File: src/rtl/sram_bank_loader_if.sv
`default_nettype none
// ============================================================================
//  Module      : sram_bank_loader_if
//  Description : Bus bundle for the SRAM bank preload engine. It carries the
//                load-command handshake, the valid/ready word stream, the
//                registered SRAM write port and the status outputs.
//                master : host/scan loader side (issues commands, streams
//                         words, observes status and the write port)
//                slave  : sram_bank_loader side
//  Ports       : cfg_valid/cfg_ready/cfg_bank/cfg_base/cfg_len/cfg_mode,
//                in_valid/in_ready/in_data,
//                sram_wen/sram_addr/sram_wdata,
//                busy/load_done/err_overflow/words_loaded
//  Revision    : 1.0  initial release
// ============================================================================
interface sram_bank_loader_if #(
    parameter int NUM_BANKS = 4,
    parameter int DATA_W    = 64,
    parameter int DEPTH     = 256,
    parameter int ADDR_W    = $clog2(DEPTH),
    parameter int BSEL_W    = $clog2(NUM_BANKS),
    parameter int LEN_W     = ADDR_W + BSEL_W + 1
);
    // Command channel
    logic                 cfg_valid;
    logic                 cfg_ready;
    logic [BSEL_W-1:0]    cfg_bank;
    logic [ADDR_W-1:0]    cfg_base;
    logic [LEN_W-1:0]     cfg_len;
    logic                 cfg_mode;
    // Word stream
    logic                 in_valid;
    logic                 in_ready;
    logic [DATA_W-1:0]    in_data;
    // SRAM write port
    logic [NUM_BANKS-1:0] sram_wen;
    logic [ADDR_W-1:0]    sram_addr;
    logic [DATA_W-1:0]    sram_wdata;
    // Status
    logic                 busy;
    logic                 load_done;
    logic                 err_overflow;
    logic [LEN_W-1:0]     words_loaded;

    modport master (
        output cfg_valid, cfg_bank, cfg_base, cfg_len, cfg_mode,
        output in_valid, in_data,
        input  cfg_ready, in_ready,
        input  sram_wen, sram_addr, sram_wdata,
        input  busy, load_done, err_overflow, words_loaded
    );

    modport slave (
        input  cfg_valid, cfg_bank, cfg_base, cfg_len, cfg_mode,
        input  in_valid, in_data,
        output cfg_ready, in_ready,
        output sram_wen, sram_addr, sram_wdata,
        output busy, load_done, err_overflow, words_loaded
    );
endinterface
`default_nettype wire

File: src/rtl/sram_bank_loader.sv
`default_nettype none
// ============================================================================
//  Module      : sram_bank_loader
//  Description : Preload engine for the banked on-chip SRAMs. Accepts a load
//                command, then writes each streamed word into a bank, either
//                sequentially within one bank or round-robin across banks.
//                Each accepted word appears on the registered write port one
//                cycle after its handshake. Words that would land beyond the
//                last bank address are still accepted (so the stream drains)
//                but are dropped and flagged in a sticky overflow bit.
//  Ports       : clk    - clock
//                reset  - asynchronous, active-high reset
//                bus    - sram_bank_loader_if.slave (command, stream, SRAM
//                         write port, status)
//  Revision    : 1.0  initial release
// ============================================================================
module sram_bank_loader #(
    parameter int NUM_BANKS = 4,
    parameter int DATA_W    = 64,
    parameter int DEPTH     = 256,
    parameter int ADDR_W    = $clog2(DEPTH),
    parameter int BSEL_W    = $clog2(NUM_BANKS),
    parameter int LEN_W     = ADDR_W + BSEL_W + 1
) (
    input  logic                  clk,
    input  logic                  reset,
    sram_bank_loader_if.slave     bus
);

    localparam logic [1:0] c_IDLE = 2'd0;
    localparam logic [1:0] c_LOAD = 2'd1;
    localparam logic [1:0] c_DONE = 2'd2;

    // Address arithmetic is carried one bit wider than the length so that
    // base + offset can never wrap back into the legal range.
    localparam logic [LEN_W:0] c_ADDR_MAX = (LEN_W + 1)'(DEPTH - 1);

    logic [1:0]           r_state;
    logic [BSEL_W-1:0]    r_bank;
    logic [ADDR_W-1:0]    r_base;
    logic [LEN_W-1:0]     r_len;
    logic                 r_mode;
    logic [LEN_W-1:0]     r_cnt;     // handshakes taken so far (k)
    logic [NUM_BANKS-1:0] r_wen;
    logic [ADDR_W-1:0]    r_addr;
    logic [DATA_W-1:0]    r_wdata;
    logic                 r_ovf;
    logic [LEN_W-1:0]     r_words;

    logic                 w_cfg_fire;
    logic                 w_in_fire;
    logic                 w_last;
    logic [LEN_W-1:0]     w_off;
    logic [LEN_W:0]       w_addr_full;
    logic                 w_ovf;
    logic [BSEL_W-1:0]    w_bank;

    assign w_cfg_fire = bus.cfg_valid && (r_state == c_IDLE);
    assign w_in_fire  = bus.in_valid  && (r_state == c_LOAD);
    assign w_last     = (r_cnt == (r_len - LEN_W'(1)));

    // Interleaved mode advances the address once per full sweep of banks.
    assign w_off       = r_mode ? (r_cnt >> BSEL_W) : r_cnt;
    assign w_addr_full = {1'b0, w_off} + (LEN_W + 1)'(r_base);
    assign w_ovf       = (w_addr_full > c_ADDR_MAX);
    // Bank index wraps naturally by truncation to BSEL_W bits.
    assign w_bank      = r_mode ? (r_bank + r_cnt[BSEL_W-1:0]) : r_bank;

    always_ff @(posedge clk or posedge reset) begin
        if (reset) begin
            r_state <= c_IDLE;
            r_bank  <= '0;
            r_base  <= '0;
            r_len   <= '0;
            r_mode  <= 1'b0;
            r_cnt   <= '0;
            r_wen   <= '0;
            r_addr  <= '0;
            r_wdata <= '0;
            r_ovf   <= 1'b0;
            r_words <= '0;
        end else begin
            // Write enable is a single-cycle strobe per accepted word.
            r_wen <= '0;
            case (r_state)
                c_IDLE: begin
                    if (w_cfg_fire) begin
                        r_bank  <= bus.cfg_bank;
                        r_base  <= bus.cfg_base;
                        r_len   <= bus.cfg_len;
                        r_mode  <= bus.cfg_mode;
                        r_cnt   <= '0;
                        r_words <= '0;
                        r_ovf   <= 1'b0;
                        r_state <= (bus.cfg_len == '0) ? c_DONE : c_LOAD;
                    end
                end
                c_LOAD: begin
                    if (w_in_fire) begin
                        r_cnt <= r_cnt + LEN_W'(1);
                        if (w_ovf) begin
                            r_ovf <= 1'b1;
                        end else begin
                            r_wen   <= NUM_BANKS'(1) << w_bank;
                            r_addr  <= w_addr_full[ADDR_W-1:0];
                            r_wdata <= bus.in_data;
                            r_words <= r_words + LEN_W'(1);
                        end
                        if (w_last) begin
                            r_state <= c_DONE;
                        end
                    end
                end
                c_DONE: begin
                    r_state <= c_IDLE;
                end
                default: begin
                    r_state <= c_IDLE;
                end
            endcase
        end
    end

    assign bus.cfg_ready    = (r_state == c_IDLE);
    assign bus.in_ready     = (r_state == c_LOAD);
    assign bus.busy         = (r_state != c_IDLE);
    assign bus.load_done    = (r_state == c_DONE);
    assign bus.sram_wen     = r_wen;
    assign bus.sram_addr    = r_addr;
    assign bus.sram_wdata   = r_wdata;
    assign bus.err_overflow = r_ovf;
    assign bus.words_loaded = r_words;

endmodule
`default_nettype wire
File: src/flat_wrapper.sv
// flat-port wrapper written by rule: the top's interface ports become plain ports
module sram_bank_loader_flat 
#(
    parameter int NUM_BANKS = 4,
    parameter int DATA_W    = 64,
    parameter int DEPTH     = 256,
    parameter int ADDR_W    = $clog2(DEPTH),
    parameter int BSEL_W    = $clog2(NUM_BANKS),
    parameter int LEN_W     = ADDR_W + BSEL_W + 1
)
  (clk, reset, bus_cfg_valid, bus_cfg_bank, bus_cfg_base, bus_cfg_len, bus_cfg_mode, bus_in_valid, bus_in_data, bus_cfg_ready, bus_in_ready, bus_sram_wen, bus_sram_addr, bus_sram_wdata, bus_busy, bus_load_done, bus_err_overflow, bus_words_loaded);
  sram_bank_loader_if #(.NUM_BANKS(NUM_BANKS), .DATA_W(DATA_W), .DEPTH(DEPTH), .ADDR_W(ADDR_W), .BSEL_W(BSEL_W), .LEN_W(LEN_W)) bus_i ();
  input  logic clk;
  input  logic reset;
  input wire logic [$bits(bus_i.cfg_valid)-1:0] bus_cfg_valid;
  input wire logic [$bits(bus_i.cfg_bank)-1:0] bus_cfg_bank;
  input wire logic [$bits(bus_i.cfg_base)-1:0] bus_cfg_base;
  input wire logic [$bits(bus_i.cfg_len)-1:0] bus_cfg_len;
  input wire logic [$bits(bus_i.cfg_mode)-1:0] bus_cfg_mode;
  input wire logic [$bits(bus_i.in_valid)-1:0] bus_in_valid;
  input wire logic [$bits(bus_i.in_data)-1:0] bus_in_data;
  output wire logic [$bits(bus_i.cfg_ready)-1:0] bus_cfg_ready;
  output wire logic [$bits(bus_i.in_ready)-1:0] bus_in_ready;
  output wire logic [$bits(bus_i.sram_wen)-1:0] bus_sram_wen;
  output wire logic [$bits(bus_i.sram_addr)-1:0] bus_sram_addr;
  output wire logic [$bits(bus_i.sram_wdata)-1:0] bus_sram_wdata;
  output wire logic [$bits(bus_i.busy)-1:0] bus_busy;
  output wire logic [$bits(bus_i.load_done)-1:0] bus_load_done;
  output wire logic [$bits(bus_i.err_overflow)-1:0] bus_err_overflow;
  output wire logic [$bits(bus_i.words_loaded)-1:0] bus_words_loaded;
  assign bus_i.cfg_valid = bus_cfg_valid;
  assign bus_i.cfg_bank = bus_cfg_bank;
  assign bus_i.cfg_base = bus_cfg_base;
  assign bus_i.cfg_len = bus_cfg_len;
  assign bus_i.cfg_mode = bus_cfg_mode;
  assign bus_i.in_valid = bus_in_valid;
  assign bus_i.in_data = bus_in_data;
  assign bus_cfg_ready = bus_i.cfg_ready;
  assign bus_in_ready = bus_i.in_ready;
  assign bus_sram_wen = bus_i.sram_wen;
  assign bus_sram_addr = bus_i.sram_addr;
  assign bus_sram_wdata = bus_i.sram_wdata;
  assign bus_busy = bus_i.busy;
  assign bus_load_done = bus_i.load_done;
  assign bus_err_overflow = bus_i.err_overflow;
  assign bus_words_loaded = bus_i.words_loaded;
  sram_bank_loader #(.NUM_BANKS(NUM_BANKS), .DATA_W(DATA_W), .DEPTH(DEPTH), .ADDR_W(ADDR_W), .BSEL_W(BSEL_W), .LEN_W(LEN_W)) u_core (.clk(clk), .reset(reset), .bus(bus_i));
endmodule
File: config.mk
export PLATFORM = sky130hd
export DESIGN_NAME = sram_bank_loader_flat
export DESIGN_NICKNAME = d
export VERILOG_FILES = /design/src/rtl/sram_bank_loader_if.sv /design/src/rtl/sram_bank_loader.sv /design/src/flat_wrapper.sv
export SDC_FILE = /design/constraint.sdc
export NUM_CORES = 1
export LEC_CHECK = 0
export BUFFER_PORTS_ARGS = -buffer_cell sky130_fd_sc_hd__buf_2
export CORE_UTILIZATION = 55
export DETAILED_ROUTE_END_ITERATION = 8
export HOLD_SLACK_MARGIN = 0.08
export PLACE_DENSITY = 0.82
export SLEW_MARGIN = 20
export SYNTH_ARGS = -nofsm -noshare
export SYNTH_HDL_FRONTEND = slang
export SYNTH_SLANG_ARGS = --single-unit
File: constraint.sdc
create_clock -name clk -period 10.4 [get_ports clk]
set_input_delay 1.56 -clock clk [delete_from_list [all_inputs] [get_ports clk]]
set_output_delay 1.56 -clock clk [all_outputs]
set_load 0.05 [all_outputs]
==> impl_results.md <==
* CP max FO at 60
* Endpoint class of the critical path: flop
* Num ports at 182
* Fill count at ~740
* P_int at between 0.001 and 0.0015 W
* Final worst path period share at between 40 and 50%
* RSZ-0062 raised after global routing: false
* YS warnings at 0
* Synthesized flop and latch total at between 100 and 150
* Clk root buf: clkbuf_8
* Cell repeated most along the worst path: o31a_1
* Worst Hold Class: reg2reg
* Routed Antenna Nets at 0
* RD Place Congestion at between 0.8 and 0.9
* WHS at ~460 ps
* Share of layout cells above drive strength 1 at a little over a quarter
* Clk pin slew, worst setup/hold paths at 60 ps
* Minimum clock period at ~4300 ps
* DPL Wire Length at ~10000 um
* CTS tree: done
* Core area at approximately 0.010 mm2
* Grt total ovfl at 0
* Setup tns final at 0 ps
* Crit path kind: reg2reg
* Die height at 104.3 um
* Pleak at between 3 and 4 nW
* Hold Vio Cnt, Final at 0
* Routed wire length at between 10000 and 15000 um
* Net Switching at roughly 0.0013 W
* Starting DRT DRC Count at roughly 390
* Post-cts resize count at 0
* CTS Buf Count at 17
* Clk_skew at 11.64 ps
* Post-synth EDFFs at 0
* Slowest-stage cell, CP: or3_2
* Post-Syn Area at 0.005758 mm2
* Site Rows at 36
* Max_cap viols at 0
* Final Cell Area at between 0.007 and 0.008 mm2
* Initial antenna violation count at 0
* Clock buffer depth at 2
* N_diodes at 0
* Aggregate global-route resource usage at 27.74%
* Pin count of the biggest net entering global routing at ~70
* DP Area at about 0.0067 mm2
* I/O Buffers at between 150 and 200
* Vias after detailed routing at ~5200
* Synth cell types at 46
* Pre-CTS setup slack at approximately 6000 ps
* CP arrival at about 4800 ps
* Net Count, Synth at between 700 and 800
* Residual DRC at 0
* Crit-path max cell delay at 730 ps
* PwrDens at roughly 370 mW/mm2
* Max IR drop VDD at between 0.0002 and 0.0003 V
* Post-CTS Hold Buffers at 0
* Placed cell count at around 950
* Fraction of registers with async set/reset at 100.0%
* Initial Util at slightly below 60%
* # setup viols final at 0
* F_max at 0.2312 GHz
* Crit path required time at 10830 ps
* Number of global-route vias before repair at a little over 5000
* CTS H-tree depth at 4
* Sequential power share at a little under a third
* Pins Over Slew Limit at 0
* Cells after Synth at approximately 660
* Worst slew pin tran at approximately 770 ps
* Postcts setup bufs at 0
* Non-Filler Instances at 978
* Die extent in x at about 100 um
* Area grow syn2layout at 27.77%
* Ys flop type: dfrtp_1
* CTS sink cnt at between 100 and 150
* Top cell type's share of synthesized area at between 50% and 60%
* Drt first pass iters at 5
* Final worst slack at between 6000 and 7000 ps
* Status: completed
* Vias per Instance at 5.300
* Area leader, netlist: dfrtp_1
* Clk_lat worst skew at between 500 and 600 ps
* Layout Nets at 935
* Combinational fraction of design power at 47.4%
* WL/cell at roughly 15 um
* Sw frac at between 40% and 50%
* Sequential cell area fraction in the yosys report at between 50% and 60%
* Clock network power share at approximately 22%
* Synthesized area per cell at ~8.8 um2
* Critical path, cell by cell: mux2_2, ha_1, inv_1, fa_1, nor2b_1, o31a_1, o211a_1, o31a_1, or3_2, buf_4, or3_1, a21oi_1
* Die area at 0.01088 mm2
* Startpoint Class: flop
* Synth area leaders: dfrtp_1 53%, nand2_1 19%, ha_1 2.6%, xor2_1 2.3%, o21ai_0 2.0%
* First-pass GRT wire length at about 24000 um
* Max transition margin at between 40% and 50%
## power groups by stage
stage               Clock [W]  Combinational [W]  Sequential (W)
detailed placement          0            0.00129        0.000824
global route         0.000639            0.00138        0.000847
finish               0.000609            0.00129        0.000822
floorplan                   0           0.000498         0.00130
global placement            0            0.00125        0.000816
CTS                  0.000617            0.00130        0.000821
## worst paths after layout
kind | depth (start not counted) | slack [ps] | to | startpoint
max in group asynchronous | 3 | 7970 | u_core.bus.sram_wdata[35]$_DFFE_PP0P_ | reset
hold / removal | 2 | 460 | u_core.bus.sram_wdata[9]$_DFFE_PP0P_ | u_core.bus.sram_wdata[9]$_DFFE_PP0P_
setup reg to reg | 12 | 6080 | u_core.bus.words_loaded[4]$_DFFE_PP0P_ | u_core.r_mode$_DFFE_PP0P_
hold reg to reg | 2 | 460 | u_core.bus.sram_wdata[9]$_DFFE_PP0P_ | u_core.bus.sram_wdata[9]$_DFFE_PP0P_
setup / recovery | 12 | 6080 | u_core.bus.words_loaded[4]$_DFFE_PP0P_ | u_core.r_mode$_DFFE_PP0P_
min in group asynchronous | 2 | 1170 | u_core.bus.sram_wdata[5]$_DFFE_PP0P_ | reset
## cell type report
type | count | area [um2] | share of cell area (%)
clock buffers | 19 | 421.7 | 5.731
clock inverters | 13 | 192.7 | 2.619
inverters | 16 | 62.56 | 0.8503
multi-input cells | 489 | 2500 | 33.98
flip-flops and latches | 123 | 3078 | 41.84
well taps | 133 | 166.4 | 2.262
repair buffers | 185 | 935.9 | 12.72
## critical path, delay by kind of cell, from the launching register on
kind	cells	cell delay [ps]
AND/OR/NAND/NOR	3	1210
adder cells (fa/ha/maj)	2	410
AO/OA/AOI/OAI	4	1030
buffers and inverters	2	490
multiplexers	1	400
flip-flops	1	670
## synthesized netlist by cell type (11+ instances only)
cell and count:
a21oi_1 22, buf_2 11, clkbuf_1 18, dfrtp_1 123, ha_1 12, inv_1 16
nand2_1 284, nor2_1 24, o21ai_0 23, xnor2_1 12, xor2_1 15
## metrics by stage
step	power (W)	util (%)
after floorplan	0.001797	-
after global placement	0.002071	67.74
after detailed placement	0.002110	67.74
after CTS	0.002734	73.91
after global routing	0.002871	73.91
final	0.002718	73.91
## placed cells by master (no fill, tap or decap), types with 3 or more instances in the layout
cell,synthesis,final
a211oi_1,3,3
a21oi_1,22,22
and3_1,7,7
buf_2,11,181
buf_4,0,4
bufinv_16,0,4
clkbuf_16,0,16
clkinv_4,0,5
dfrtp_1,123,123
ha_1,12,12
inv_1,16,15
mux2_2,9,9
mux2i_1,3,3
nand2_1,284,284
nand3_1,9,9
nand4_1,5,5
nor2_1,24,24
nor2b_1,5,5
nor3_1,7,6
nor3b_1,3,3
nor4_1,6,6
o21a_1,4,4
o21ai_0,23,23
or3_1,8,7
xnor2_1,12,12
xor2_1,15,15
## registers in the layout, indices dropped and copies added, names as in the netlist
signal,cells
u_core.r_mode,1
u_core.bus.sram_addr,8
u_core.r_bank,2
u_core.r_cnt,11
u_core.r_len,11
u_core.bus.sram_wen,4
u_core.bus.words_loaded,11
u_core.bus.err_overflow,1
u_core.bus.sram_wdata,64
u_core.r_base,8
u_core.r_state,2
## routing by layer
layer  wire (um)  vias up  GRT usage [%]
met3         693       27          6.203
met1        6069     2467          34.17
met4         294        0          11.33
met2        7329      191          47.11
li1            -     2498              -
met5           0        -              0
## cell families (layout without fill, tap and decap cells)
logic type	count (synthesis)	in the layout	share of synthesized area [%]
multiplexers	13	13	2.542
adder cells (fa/ha/maj)	13	13	2.955
AO/OA/AOI/OAI	69	69	7.302
buffers and inverters	46	233	3.238
AND/OR/NAND/NOR	367	367	26.40
flip-flops	123	123	53.45
XOR/XNOR	27	27	4.107
Note: power is estimated with default switching activity, not from simulation.
